## config.mk

```make
export PLATFORM = sky130hd
export DESIGN_NAME = nx_fifo_wr_arb
export DESIGN_NICKNAME = d
export VERILOG_FILES = /design/src/rtl/nx_fifo_arb_pkg.sv /design/src/rtl/nx_rr_pick.sv /design/src/rtl/nx_fifo_wr_arb.sv
export SDC_FILE = /design/constraint.sdc
export NUM_CORES = 1
export LEC_CHECK = 0
export ABC_CLOCK_PERIOD_IN_PS = 2800
export CORE_MARGIN = 10
export CORE_UTILIZATION = 25
export DETAILED_ROUTE_END_ITERATION = 8
export HOLD_SLACK_MARGIN = 0.12
export PLACE_DENSITY = 0.54
export SLEW_MARGIN = 40
export SYNTH_ARGS = -nofsm -noshare
export SYNTH_HDL_FRONTEND = slang
export SYNTH_SLANG_ARGS = --single-unit
```

## constraint.sdc

```tcl
create_clock -name clk -period 2.8 [get_ports clk]
set_clock_uncertainty 0.2 [all_clocks]
set_input_delay 0.42 -clock clk [delete_from_list [all_inputs] [get_ports clk]]
set_output_delay 0.42 -clock clk [all_outputs]
set_load 0.005 [all_outputs]
```

## src/rtl/nx_fifo_arb_pkg.sv

```systemverilog
// Shared types and the round-robin search used by the FIFO write arbiter.
// rr_pick is sized for the largest supported requester count (16).
package nx_fifo_arb_pkg;

  localparam int unsigned MAX_REQ = 16;
  localparam int unsigned MAX_IDW = 4;

  typedef enum logic [1:0] {
    ARB   = 2'd0,
    DRAIN = 2'd1,
    CLEAR = 2'd2,
    DONE  = 2'd3
  } arb_state_e;

  typedef struct packed {
    logic               found;
    logic [MAX_IDW-1:0] idx;
  } rr_pick_t;

  // First set bit of valid at or after ptr+1, wrapping modulo n.
  function automatic rr_pick_t rr_pick(input logic [MAX_REQ-1:0] valid,
                                       input logic [MAX_IDW-1:0] ptr,
                                       input int unsigned        n);
    rr_pick_t    p;
    int unsigned j;
    p = '0;
    j = 0;
    for (int unsigned k = 1; k <= n; k++) begin
      j = (32'(ptr) + k) % n;
      if (!p.found && valid[j[MAX_IDW-1:0]]) begin
        p.found = 1'b1;
        p.idx   = j[MAX_IDW-1:0];
      end
    end
    return p;
  endfunction

endpackage

```

## src/rtl/nx_rr_pick.sv

```systemverilog
// Combinational round-robin priority picker: valids plus last-winner pointer in,
// one-hot grant and encoded winner out.
module nx_rr_pick
  import nx_fifo_arb_pkg::*;
#(
  parameter int unsigned  NUM_REQ = 4,
  localparam int unsigned IDW     = $clog2(NUM_REQ)
) (
  input  logic               i_en,
  input  logic [NUM_REQ-1:0] i_valid,
  input  logic [IDW-1:0]     i_ptr,
  output logic [NUM_REQ-1:0] o_grant,
  output logic [IDW-1:0]     o_idx,
  output logic               o_found
);

  logic [MAX_REQ-1:0] w_valid;
  rr_pick_t           w_pick;

  always_comb begin
    w_valid                = '0;
    w_valid[NUM_REQ-1:0]   = i_valid;
    w_pick                 = rr_pick(w_valid, MAX_IDW'(i_ptr), NUM_REQ);
    o_found                = i_en & w_pick.found;
    o_idx                  = IDW'(w_pick.idx);
    o_grant                = '0;
    if (o_found) begin
      o_grant[o_idx] = 1'b1;
    end
  end

endmodule

```

## src/rtl/nx_fifo_wr_arb.sv

```systemverilog
// Round-robin write arbiter in front of an nx_fifo write port, with
// occupancy-aware backpressure and a drain/clear/done flush sequence.
module nx_fifo_wr_arb
  import nx_fifo_arb_pkg::*;
#(
  parameter int unsigned  NUM_REQ = 4,
  parameter int unsigned  WIDTH   = 4,
  parameter int unsigned  DEPTH   = 4,
  localparam int unsigned IDW     = $clog2(NUM_REQ),
  localparam int unsigned SW      = $clog2(DEPTH + 1)
) (
  input  logic                     clk,
  input  logic                     rst,
  input  logic [NUM_REQ-1:0]       req_valid,
  input  logic [NUM_REQ*WIDTH-1:0] req_data,
  output logic [NUM_REQ-1:0]       req_ready,
  input  logic                     flush_req,
  output logic                     flush_done,
  input  logic [SW-1:0]            fifo_free_slots,
  input  logic                     fifo_overflow,
  output logic                     fifo_wen,
  output logic [IDW+WIDTH-1:0]     fifo_wdata,
  output logic                     fifo_clear,
  output logic [15:0]              wr_count,
  output logic                     ovf_err
);

  arb_state_e           r_state;
  arb_state_e           w_state_nxt;
  logic [IDW-1:0]       r_ptr;
  logic                 r_wen;
  logic [IDW+WIDTH-1:0] r_wdata;
  logic                 r_clear;
  logic                 r_done;
  logic [15:0]          r_cnt;
  logic                 r_ovf;

  logic                 w_space;
  logic                 w_arb_en;
  logic [NUM_REQ-1:0]   w_grant;
  logic [IDW-1:0]       w_idx;
  logic                 w_xfer;
  logic [WIDTH-1:0]     w_payload;

  // The registered write in r_wen is not yet reflected in fifo_free_slots.
  assign w_space  = fifo_free_slots > SW'(r_wen);
  assign w_arb_en = (r_state == ARB) && w_space && !rst;

  nx_rr_pick #(
    .NUM_REQ (NUM_REQ)
  ) u_pick (
    .i_en    (w_arb_en),
    .i_valid (req_valid),
    .i_ptr   (r_ptr),
    .o_grant (w_grant),
    .o_idx   (w_idx),
    .o_found (w_xfer)
  );

  assign w_payload = req_data[w_idx*WIDTH +: WIDTH];

  always_comb begin
    w_state_nxt = r_state;
    case (r_state)
      ARB:   if (flush_req) w_state_nxt = DRAIN;
      // No grant is issued here, so the only outstanding write is the one
      // already in r_wen; it lands in the FIFO at the end of this cycle.
      DRAIN: if (!w_xfer)   w_state_nxt = CLEAR;
      CLEAR:                w_state_nxt = DONE;
      DONE:                 w_state_nxt = ARB;
      default:              w_state_nxt = ARB;
    endcase
  end

  always_ff @(posedge clk) begin
    if (rst) begin
      r_state <= ARB;
      r_ptr   <= IDW'(NUM_REQ - 1);
      r_wen   <= 1'b0;
      r_wdata <= '0;
      r_clear <= 1'b0;
      r_done  <= 1'b0;
      r_cnt   <= '0;
      r_ovf   <= 1'b0;
    end else begin
      r_state <= w_state_nxt;
      r_wen   <= w_xfer;
      r_clear <= (w_state_nxt == CLEAR);
      r_done  <= (w_state_nxt == DONE);
      r_ovf   <= r_ovf | fifo_overflow;
      if (w_xfer) begin
        r_wdata <= {w_idx, w_payload};
        r_ptr   <= w_idx;
        r_cnt   <= r_cnt + 16'd1;
      end
    end
  end

  assign req_ready  = w_grant;
  assign fifo_wen   = r_wen;
  assign fifo_wdata = r_wdata;
  assign fifo_clear = r_clear;
  assign flush_done = r_done;
  assign wr_count   = r_cnt;
  assign ovf_err    = r_ovf;

endmodule
```

==> impl_metrics.json <==
{
  "ys_warn_count": 0,
  "crit_required_ns": 2.18,
  "ios": 57,
  "dpl.hpwl_mm": 3.24,
  "cts_hold_buf": 0,
  "dpl_cell_area_mm2": 0.00218,
  "final_cell_area_mm2": 0.00227,
  "reg2reg_depth": 7,
  "antenna_found_initial": 0,
  "final.fill_count": 608,
  "dp_cells": 300,
  "finalCriticalPeriod_ns": 2.64,
  "grt_pass1_wl_mm": 6.87,
  "die_area_mm2": 0.00932,
  "r2r_slack_ns": 0.53,
  "place_ws_ns": -0.338,
  "tns_ns": 0,
  "cellLeakagePower_nw": 0.878,
  "max_slew_margin_pct": 75.9,
  "synth_edf_count": 0,
  "drtAntennaViolNets": 0,
  "min_period_over_period_pct": 94.4,
  "netlist_top_cells_area": "dfxtp_1 (41%), mux2i_1 (6.1%), nor2_1 (5.9%)",
  "path_clk_slew_ns": 0.06,
  "crit_start": "req_valid[3]",
  "numClockSinks": 30,
  "multi_input_area_um2": 836,
  "overflow": 0,
  "insertion_delay_ns": 0.28,
  "cts_root_buf": "clkbuf_8",
  "crit_fanout": 5,
  "syn_area_mm2": 0.00147,
  "cp-end-kind": "output pin",
  "vias_per_cell": 4.52,
  "hold_slack_ns": 0.262,
  "r2r-start": "fifo_wen$_SDFF_PP0_",
  "fp.dieH_um": 96.6,
  "reg2reg_to": "wr_count[11]$_SDFFE_PP0P_",
  "holdPathStages": 1,
  "regArea_um2": 601,
  "grt_max_degree": 30,
  "synth_top_area_share_pct": 41.0,
  "post_drt_wl_per_cell_um": 13.8,
  "rsz0062_at_grt": "no",
  "syn_avg_cell_area_um2": 8.83,
  "start_kind": "input pin",
  "drv_cap": 0,
  "status": "complete, no violations",
  "drc_errors": 0,
  "finalHoldViolCount": 0,
  "ys_seq_area_share_pct": 41.0,
  "grt_pass1_vias": 1458,
  "core_mm2": 0.00561,
  "synth.ff_latch_count": 30,
  "ys_types": 34,
  "io_buffers": 56,
  "n_antenna_cell": 0,
  "synthesis.instances": 166,
  "cts_tree": "done",
  "min-delay-start": "wr_count[15]$_SDFFE_PP0P_",
  "synth_commonest_cells": "dfxtp_1 (30), nor2_1 (23), nand2_1 (13)",
  "drt_iter0_drc": 99,
  "cts_htree_levels": 2,
  "path_class": "in -> out",
  "numCtsBuffers": 5,
  "nets": 268,
  "crit_end": "req_ready[1]",
  "grt_util_all_layers_pct": 9.50,
  "ys_async_sr_fraction_pct": 0,
  "rows": 27,
  "synthFlopType": "dfxtp_1",
  "fin_cells": 308,
  "routed_wirelength_mm": 4.26,
  "ir_drop_mv": 0.243,
  "synthToLayoutAreaGrowth_pct": 55.2,
  "drt_first_pass_iters": 4,
  "synth_top_cell_by_area": "dfxtp_1",
  "start_util_pct": 26.1,
  "worstMarginPinSlew_ns": 0.361,
  "vias": 1391,
  "powerDensity_mw_per_mm2": 554,
  "syn_nets": 198,
  "die_x_um": 96.6,
  "fmax_mhz": 378,
  "finalSetupViolations": 0,
  "final_max_slew_viol_count": 0,
  "hp-class": "reg -> reg",
  "place_congestion": 0.700,
  "synth_most_common_cell": "dfxtp_1",
  "fin_ws_ns": 0.156,
  "cp.arrival_ns": 2.02,
  "drive_above_1_share_pct": 12.3,
  "clock_path_buffers": 2
}
[sequential cells by signal, indices dropped and copies added (netlist names)]
signal,cells
wr_count,16
ovf_err,1
fifo_wdata,6
fifo_clear,1
r_state,2
fifo_wen,1
r_ptr,2
flush_done,1
[cell type report]
class                           count  area share [%]
Sequential cell                    30            26.4
Tap cell                           72            3.96
Clock buffer                        7            3.36
Inverter                            6            1.10
Multi-Input combinational cell    125            36.8
Timing Repair Buffer               68            28.4
[power breakdown]
| part | internal (mW) | total, mW | leakage, nW | switching [mW] |
|---|---|---|---|---|
| registers | 0.481 | 0.522 | 0.245 | 0.0407 |
| clock network | 0.171 | 0.325 | 0.0383 | 0.154 |
| logic | 0.238 | 0.413 | 0.594 | 0.174 |
[metrics by stage]
stage	utilization, %	power, mW
3_3_place_gp	39.0	0.939
6_report	40.5	1.26
2_1_floorplan	-	0.715
5_1_grt	40.5	1.35
4_1_cts	40.4	1.27
3_5_place_dp	39.0	0.942
[kinds of logic after synthesis]
kind of cell    after synthesis  synth area share [%]
flops                        30                  41.0
xor+xnor                     11                  6.58
simple gates                 75                  26.1
mux                          10                  6.92
fa+ha+maj                     5                  4.27
compound gates               24                  11.8
buf+inv                      11                  3.33
[placed cells by master, fill, tap and decap left out, types with 2 or more instances in the layout]
master,instances
a21o_1,2
a21oi_1,6
buf_2,2
buf_4,11
clkbuf_1,2
clkbuf_2,2
clkbuf_8,5
clkdlybuf4s50_1,51
dfxtp_1,30
ha_1,5
inv_1,5
mux2i_1,9
nand2_1,12
nand2b_1,5
nand3_1,4
nand3b_1,7
nand4_1,3
nor2_1,21
nor2_2,2
nor2b_1,2
nor3_1,3
nor4_1,8
o21ai_0,7
o221ai_1,4
xnor2_1,9
xor2_1,2
[worst max-delay path: stages]
cell	delay, ns
clkdlybuf4s50_1	0.54
or2b_1	0.26
o21a_1	0.10
a21oi_1	0.31
nand2b_4	0.22
nor2_2	0.04
buf_2	0.13
[per-layer routing]
metal	wire length (µm)	vias up	track usage (%)	part of all wire [%]
met4	42	0	4.00	0.99
met2	2080	28	15.1	49
met5	0	-	0	0
met3	339	5	4.39	8.0
met1	1800	639	10.7	42
li1	-	719	-	-
[how the worst min path moves through the flow]
stage | endpoint | slack, ns
5_1_grt | wr_count[15]$_SDFFE_PP0P_ | 0.29
6_report | wr_count[15]$_SDFFE_PP0P_ | 0.26
2_1_floorplan | fifo_wdata[5]$_SDFFE_PP0P_ | 0.25
3_5_place_dp | wr_count[15]$_SDFFE_PP0P_ | 0.26
4_1_cts | wr_count[15]$_SDFFE_PP0P_ | 0.27
3_3_place_gp | ovf_err$_SDFF_PP0_ | 0.25
[repair_timing]
action,in CTS,in global routing
buffers inserted,0,1
pin swaps,1,4
gates resized for setup,10,12
setup endpoints to repair,4,4
No activity file was read; power rests on OpenSTA's default activity.
